--- src/rtl/fancytimer_sched.sv ---
// fancytimer_sched
//   Round-robin scheduler that shares one pattern-triggered delay timer among
//   NUM_REQ requesters. The winning requester's 4-bit delay is serialized to
//   the timer as 1101 followed by d3..d0. The timer's done flag is routed back
//   to the owner, and the owner's ack is relayed to the timer.
//
//   Build option: define FANCYTIMER_SCHED_FIXED_PRIO_EN to make the lowest
//   indexed request always win. This build has no round-robin pointer.
//   Round-robin arbitration is the default.
//
// Ports
//   clk         rising-edge clock
//   reset       synchronous, active-high (shared with the timer)
//   req         per-requester request level, held until grant
//   delay_in    per-requester 4-bit delay, slice i = [4i+3:4i]
//   grant       one-cycle one-hot grant pulse (first SEND cycle)
//   done_out    one-hot, owner's timer expired and not yet acknowledged
//   ack_in      per-requester acknowledge (only the owner's bit is used)
//   busy        high in every state except IDLE
//   owner       index of current / last owner
//   timer_data  serial start pattern to the timer
//   timer_done  timer expiry flag
//   timer_ack   one-cycle acknowledge to the timer
module fancytimer_sched #(
  parameter int NUM_REQ = 4,
  parameter int OWN_W   = $clog2(NUM_REQ)
) (
  input  logic                   clk,
  input  logic                   reset,
  input  logic [NUM_REQ-1:0]     req,
  input  logic [4*NUM_REQ-1:0]   delay_in,
  output logic [NUM_REQ-1:0]     grant,
  output logic [NUM_REQ-1:0]     done_out,
  input  logic [NUM_REQ-1:0]     ack_in,
  output logic                   busy,
  output logic [OWN_W-1:0]       owner,
  output logic                   timer_data,
  input  logic                   timer_done,
  output logic                   timer_ack
);

  typedef enum logic [2:0] {
    IDLE,
    SEND,
    RUN,
    NOTIFY,
    RELEASE
  } state_t;

  state_t               state_q, state_d;
  logic [OWN_W-1:0]     owner_q, owner_d;
  logic [7:0]           shift_q, shift_d;
  logic [2:0]           bitCnt_q, bitCnt_d;
  logic [NUM_REQ-1:0]   grant_q, grant_d;
  logic [NUM_REQ-1:0]   done_q, done_d;
  logic                 busy_q, busy_d;
  logic                 timerData_q, timerData_d;
  logic                 timerAck_q, timerAck_d;

`ifndef FANCYTIMER_SCHED_FIXED_PRIO_EN
  // Last owner; resets to NUM_REQ-1 so index 0 is searched first.
  logic [OWN_W-1:0]     rrPtr_q, rrPtr_d;
`endif

  logic                 anyReq;
  logic                 found;
  logic [OWN_W-1:0]     winner;
  logic [3:0]           selDelay;
  logic [NUM_REQ-1:0]   winnerOneHot;
  logic [NUM_REQ-1:0]   ownerOneHot;
  logic                 ackOwner;

  // Arbitration. Index comparisons against loop constants avoid a
  // variable-width bit select into req.
  always_comb begin
    anyReq   = |req;
    found    = 1'b0;
    winner   = '0;
    selDelay = 4'd0;
`ifdef FANCYTIMER_SCHED_FIXED_PRIO_EN
    for (int i = 0; i < NUM_REQ; i++) begin
      if (!found && req[i]) begin
        found  = 1'b1;
        winner = OWN_W'(i);
      end
    end
`else
    for (int k = 1; k <= NUM_REQ; k++) begin
      for (int i = 0; i < NUM_REQ; i++) begin
        if (!found && req[i] && (((int'(rrPtr_q) + k) % NUM_REQ) == i)) begin
          found  = 1'b1;
          winner = OWN_W'(i);
        end
      end
    end
`endif
    for (int i = 0; i < NUM_REQ; i++) begin
      if (winner == OWN_W'(i)) begin
        selDelay = delay_in[4*i +: 4];
      end
    end
  end

  assign winnerOneHot = {{(NUM_REQ-1){1'b0}}, 1'b1} << winner;
  assign ownerOneHot  = {{(NUM_REQ-1){1'b0}}, 1'b1} << owner_q;
  assign ackOwner     = |(ack_in & ownerOneHot);

  // State register and all output / datapath registers
  always_ff @(posedge clk) begin
    if (reset) begin
      state_q     <= IDLE;
      owner_q     <= '0;
      shift_q     <= 8'd0;
      bitCnt_q    <= 3'd0;
      grant_q     <= '0;
      done_q      <= '0;
      busy_q      <= 1'b0;
      timerData_q <= 1'b0;
      timerAck_q  <= 1'b0;
`ifndef FANCYTIMER_SCHED_FIXED_PRIO_EN
      rrPtr_q     <= OWN_W'(NUM_REQ - 1);
`endif
    end else begin
      state_q     <= state_d;
      owner_q     <= owner_d;
      shift_q     <= shift_d;
      bitCnt_q    <= bitCnt_d;
      grant_q     <= grant_d;
      done_q      <= done_d;
      busy_q      <= busy_d;
      timerData_q <= timerData_d;
      timerAck_q  <= timerAck_d;
`ifndef FANCYTIMER_SCHED_FIXED_PRIO_EN
      rrPtr_q     <= rrPtr_d;
`endif
    end
  end

  // Next-state logic
  always_comb begin
    state_d = state_q;
    case (state_q)
      IDLE:    if (anyReq)           state_d = SEND;
      SEND:    if (bitCnt_q == 3'd7) state_d = RUN;
      RUN:     if (timer_done)       state_d = NOTIFY;
      NOTIFY:  if (ackOwner)         state_d = RELEASE;
      RELEASE:                       state_d = IDLE;
      default:                       state_d = IDLE;
    endcase
  end

  // Output logic. Outputs are computed one cycle ahead so every port is a
  // plain flop: the first pattern bit is launched on the IDLE->SEND edge and
  // the shift register holds the remaining seven.
  always_comb begin
    owner_d     = owner_q;
    shift_d     = shift_q;
    bitCnt_d    = bitCnt_q;
    grant_d     = '0;
    done_d      = '0;
    busy_d      = (state_d != IDLE);
    timerData_d = 1'b0;
    timerAck_d  = 1'b0;
`ifndef FANCYTIMER_SCHED_FIXED_PRIO_EN
    rrPtr_d     = rrPtr_q;
`endif
    case (state_q)
      IDLE: begin
        if (anyReq) begin
          owner_d     = winner;
          grant_d     = winnerOneHot;
          timerData_d = 1'b1;
          shift_d     = {3'b101, selDelay, 1'b0};
          bitCnt_d    = 3'd0;
`ifndef FANCYTIMER_SCHED_FIXED_PRIO_EN
          rrPtr_d     = winner;
`endif
        end
      end
      SEND: begin
        if (bitCnt_q != 3'd7) begin
          timerData_d = shift_q[7];
          shift_d     = {shift_q[6:0], 1'b0};
          bitCnt_d    = bitCnt_q + 3'd1;
        end
      end
      RUN: begin
        if (timer_done) begin
          done_d = ownerOneHot;
        end
      end
      NOTIFY: begin
        if (ackOwner) begin
          timerAck_d = 1'b1;
        end else begin
          done_d = ownerOneHot;
        end
      end
      default: begin
      end
    endcase
  end

  assign grant      = grant_q;
  assign done_out   = done_q;
  assign busy       = busy_q;
  assign owner      = owner_q;
  assign timer_data = timerData_q;
  assign timer_ack  = timerAck_q;

endmodule

--- config.mk ---
export PLATFORM = sky130hd
export DESIGN_NAME = fancytimer_sched
export DESIGN_NICKNAME = d
export VERILOG_FILES = /design/src/rtl/fancytimer_sched.sv
export SDC_FILE = /design/constraint.sdc
export NUM_CORES = 1
export LEC_CHECK = 0
export ABC_AREA = 1
export CAP_MARGIN = 5
export CORE_ASPECT_RATIO = 1.4
export CORE_MARGIN = 5
export CORE_UTILIZATION = 50
export DETAILED_ROUTE_END_ITERATION = 8
export GPL_ROUTABILITY_DRIVEN = 0
export PLACE_DENSITY_LB_ADDON = 0.25
export SYNTH_ARGS = -nofsm -noshare
export SYNTH_HDL_FRONTEND = slang
export SYNTH_SLANG_ARGS = --single-unit
--- constraint.sdc ---
create_clock -name clk -period 5.7 [get_ports clk]
set_input_delay 1.71 -clock clk [delete_from_list [all_inputs] [get_ports clk]]
set_output_delay 1.71 -clock clk [all_outputs]
set_load 0.005 [all_outputs]
# [Yosys cells after proc, flatten, opt, wreduce, memory -nomap -nowiden]
# Index checks and enable logic that the tools add are counted.
# W data, S select, Z words.
[totals] reg_bits=29 inputBits=27 output_inout_bits=13
[op_classes] n_addsub=5 n_eq_ne=22 shifts=2 mux=52 bitwise=8 reduce_logical=64
[ops] operator="$logic_not A32 Y1" count=4
[ops] operator="$logic_and A1 B1 Y1" count=31
[ops] operator="$mux W2" count=14
[ops] operator="$eq A3 B3 Y1 const B" count=9
[ops] operator="$mux W4" count=6
[ops] operator="$mux W1" count=19
[ops] operator="$eq A3 B2 Y1 const B" count=6
[ops] operator="$mux W3" count=6
[ops] operator="$mux W8" count=2
[ops] operator="$pmux W8 S2" count=1
[ops] operator="$logic_not A1 Y1" count=15
[ops] operator="$pmux W3 S4" count=1
[ops] operator="$reduce_or A2 Y1" count=5
[ops] operator="$pmux W4 S2" count=1
[ops] operator="$reduce_or A4 Y1" count=2
[ops] operator="$shl A1 B2 Y4 const A" count=2
[ops] operator="$pmux W3 S2" count=1
[ops] operator="$add A2 B1 Y2 const B" count=2
[ops] operator="$add A2 B2 Y2 const B" count=2
[ops] operator="$and A1 B1 Y1 const A" count=4
[ops] operator="$and A4 B4 Y4" count=1
[ops] operator="$eq A2 B2 Y1 const B" count=2
[ops] operator="$ne A2 B2 Y1 const B" count=2
[ops] operator="$add A3 B1 Y3 const B" count=1
[ops] operator="other kinds (12)" count=14

# [Logic depth before layout (Yosys ltp)]
[logic_depth] word_depth=73 ltp_mapped=17 ltp_nobuf=17

# [Worst setup path after synthesis]
# No wires, ideal clock.
[synth_path] kind="input to register" start="input port req[1]" end="register shift_q[2]" arrival_time_ns=3.226 required_ns=5.568 setup_slack_ns=2.342 cell_stages=17 path_buffers=1 path_cell_list="buf_2 > nand2_1 > nand2_1 > nor2_4 > nand4_4 > nor2_4 > nand4_4 > nor2_2 > nor2_1 > nand2_4 > inv_2 > nand2_4 > nand2_2 > o21ai_1 > inv_1 > nand2_1 > a21oi_1"
[synth_between] elab_chain_len=66 word_cells_on_any_way=86 cone_classes="eq/ne: 4; mux: 35; reduce/logical: 47"
[synth_lines] item="from (decl)" line="30" source="input logic [NUM_REQ-1:0] req,"
[synth_lines] item="$logic_and A1 B1 Y1 (2 in series)" line="90" source="if (!found && req[i] && (((int'(rrPtr_q) + k) % NUM_REQ) == i)) begin"
[synth_lines] item="$mux W1" line="90"
[synth_lines] item="$logic_not A1 Y1" line="90"
[synth_lines] item="$logic_and A1 B1 Y1 (2 in series)" line="90"
[synth_lines] item="$mux W1" line="90"
[synth_lines] item="$logic_not A1 Y1" line="90"
[synth_lines] item="$logic_and A1 B1 Y1 (2 in series)" line="90"
[synth_lines] item="$mux W1" line="90"
[synth_lines] item="[... 43 more ...]"
[synth_lines] item="$mux W1" line="90"
[synth_lines] item="$logic_not A1 Y1" line="90"
[synth_lines] item="$logic_and A1 B1 Y1 (2 in series)" line="90"
[synth_lines] item="$mux W2" line="90"
[synth_lines] item="$logic_not A2 Y1" line="98" source="if (winner == OWN_W'(i)) begin"
[synth_lines] item="$mux W4 (4 in series)" line="98"
[synth_lines] item="$mux W8" line="169" source="if (anyReq) begin"
[synth_lines] item="$pmux W8 S2" line="167" source="case (state_q)"
[synth_lines] item="to (signal assigned)" line="126" source="shift_q <= shift_d;"
[synth_lines] item="to (decl)" line="52" source="logic [7:0] shift_q, shift_d;"
# Parallel ways exist; a longest one is shown, timed or not. The select of a mux whose other input is x is not followed.
# A chain may end at the register's enable or synchronous reset.

# [Worst setup path after layout]
# Same ends and word-level chain as after synthesis.

==> flow_summary.toml <==
[logic_synthesis]
netlist_instances = 221
synth_seq_cells = 28
synth_top_area_share_pct = 35.8
yosys-top-cells-count = "nand2_1, nor2_1, inv_1"
yosysTopAreaCell = "dfxtp_1"
syn_area_per_cell_um2 = 7.08
ys.flop_type = "dfxtp_1"
synth_enable_flop_cells = 0
ys_types = 29
syn_nets = 250
netlist_area_mm2 = 0.00156
seq_area_frac_synth_pct = 35.8
synth_warnings = 0
synth.area.top_cells = "dfxtp_1, nand2_1, nor2_1, inv_1, nand3_1"
async_flop_share_pct = 0

[cts]
clkLatencyLatePin_ns = 0.27
cts-resized-gates = 0
cts_tree = "done"
cts.sinks = 28
ctsHoldBuffers = 0
clock-root-buffer = "clkbuf_8"
clock_path_buffers = 2
clk_pin_slew_ns = 0.09
numCtsBuffers = 3
htree_levels = 1
cts_setup_buffers = 0

[placed_design]
dp_hpwl_um = 2740
port_buffers = 39
dpl_cell_area_mm2 = 0.00199
place_inst = 295

[global_route]
grt_max_degree = 17
grt_pass1_vias = 1422
grt_pass1_wl_um = 5690
track_usage_pct = 15.8
antenna_found_initial = 0
grt-ovfl-total = 0

[power]
p_comb_share_pct = 40.0
p_int_w = 0.000421
power_switching_w = 0.000233
pwr_density_cell_mw_per_mm2 = 317
p_sw_share_pct = 35.6
clkPwrFrac_pct = 23.4
peakVddDrop_mv = 0.200
seq_power_share_pct = 36.5
p_leak_nw = 0.875

[sta]
holdWs_ns = 0.473
setup_viol = 0
slew_violations = 0
min_period_ns = 3.77
final_hold_viol_count = 0
grt_setup_unrepaired = "false"
worst_slew_pin_slew_ns = 0.612
fmax_mhz = 265
relSlewSlack_pct = 59.1
timing.setup.tns_ns = 0
min_period_over_period_pct = 66.2
skew_ns = 0.00782

[worst_setup_path]
start_kind = "primary input"
crit_start = "req[1]"
crit_fanout = 8
crit_type = "primary input to flop"
cp.required_ns = 5.85
r2r_cells = 15
worstPathArrival_ns = 3.92
worstSetupEndpointType = "flop"
rr_startpoint = "rrPtr_q[0]$_SDFFE_PP1P_"

[final_layout]
layout.nets = 290
final_core_util_pct = 67.3
diodes = 0
multi_input_area_um2 = 863
area.growth.synth_to_final_pct = 31.8
regArea_um2 = 561
final_cell_count_no_fill = 299
fin_area_mm2 = 0.00206
drive_above_1_share_pct = 10.0
n_fill_cell = 288

[routing]
ant_nets = 0
drt_iter0_drc = 51
routed_wl_um = 3430
drc = 0
wire_per_inst_um = 11.5
first_pass_iters = 4
vias = 1555
via_per_inst = 5.20

[min_path]
worstHoldStart = "shift_q[6]$_SDFFE_PP0P_"
min_path_cells = 2
hp-class = "flop to flop"

[floorplan]
dieArea_mm2 = 0.00436
rows = 24
core_area_mm2 = 0.00306
die_x_um = 57.3
die_h_um = 76.2
io_pins = 40
initial_core_util_pct = 51.1

[run]
drv_cap = 0

[outcome]
outcome = "finished clean"
==> layout by cell type (no fill, tap or decap), drive strengths merged <==
| cell | n |
|---|---|
| a221oi | 1 |
| o21ai | 13 |
| nor2 | 39 |
| a211oi | 2 |
| nand2 | 38 |
| nand3b | 3 |
| o21bai | 1 |
| nand4 | 10 |
| inv | 31 |
| clkbuf | 3 |
| dfxtp | 28 |
| a31oi | 2 |
| nor3 | 8 |
| a21oi | 9 |
| nand3 | 20 |
| ha | 2 |
| clkinv | 1 |
| buf | 1 |
| bufinv | 1 |
| o211ai | 3 |
| o2111ai | 1 |
| clkdlybuf4s50 | 39 |
| nor4 | 4 |
==> stage by stage <==
stage,power (W),setup WS [ns]
floorplan,0.000430,2.34
global placement,0.000502,1.71
detailed placement,0.000505,1.64
CTS,0.000656,1.93
global route,0.000699,1.71
finish,0.000654,1.93
==> critical path: stages <==
cell and delay, ns:
clkdlybuf4s50_1 0.55, nand2_1 0.15, nand2_1 0.09, nor2_4 0.13, nand4_4 0.10, nor2_4 0.14, nand4_4 0.11, nor2_4 0.15
o2111ai_2 0.21, nand2_4 0.17, nand2_2 0.09, o21ai_1 0.13, inv_1 0.06, nand2_1 0.06, a21oi_1 0.06
==> registers in the layout (all words and copies together) (netlist names) <==
signal and cells:
bitCnt_q 3, busy 1, done_out 4, grant 4, owner 2, rrPtr_q 2
shift_q 7, state_q 3, timer_ack 1, timer_data 1
==> kinds of logic after synthesis <==
family                   Yosys count  share of synthesized area (%)
adder cells (fa/ha/maj)            2                           1.60
flip-flops                        28                           35.8
buffers and inverters             37                           8.96
AND/OR/NAND/NOR                  122                           41.4
AO/OA/AOI/OAI                     32                           12.2
==> cell type report <==
class | count | area share, %
clock buffers | 3 | 2.00
clock inverters | 1 | 1.46
inverters | 32 | 5.83
multi-input cells | 156 | 41.9
flip-flops and latches | 28 | 27.2
well taps | 39 | 2.37
repair buffers | 40 | 19.3
==> path summary, 6_finish.rpt <==
check / to / slack, ns
max: shift_q[2]$_SDFFE_PP0P_ / 1.93
min: shift_q[6]$_SDFFE_PP0P_ / 0.47
max reg2reg: shift_q[2]$_SDFFE_PP0P_ / 3.44
min reg2reg: shift_q[6]$_SDFFE_PP0P_ / 0.47
==> power by group through the flow <==
stage / sequential, W / clock, W / combinational, W
2_1_floorplan: 0.000239 / 0 / 0.000191
3_3_place_gp: 0.000243 / 0 / 0.000259
3_5_place_dp: 0.000243 / 0 / 0.000262
4_1_cts: 0.000239 / 0.000155 / 0.000262
5_1_grt: 0.000243 / 0.000161 / 0.000295
6_report: 0.000239 / 0.000153 / 0.000262
==> routing by layer <==
layer	up-vias	global-route usage [%]	routed length [um]
met5	-	0	0
met4	0	6.26	64
met3	6	1.86	134
met2	33	30.3	1830
met1	703	16.6	1400
li1	813	-	-
Note: power is estimated with default switching activity, not from simulation.
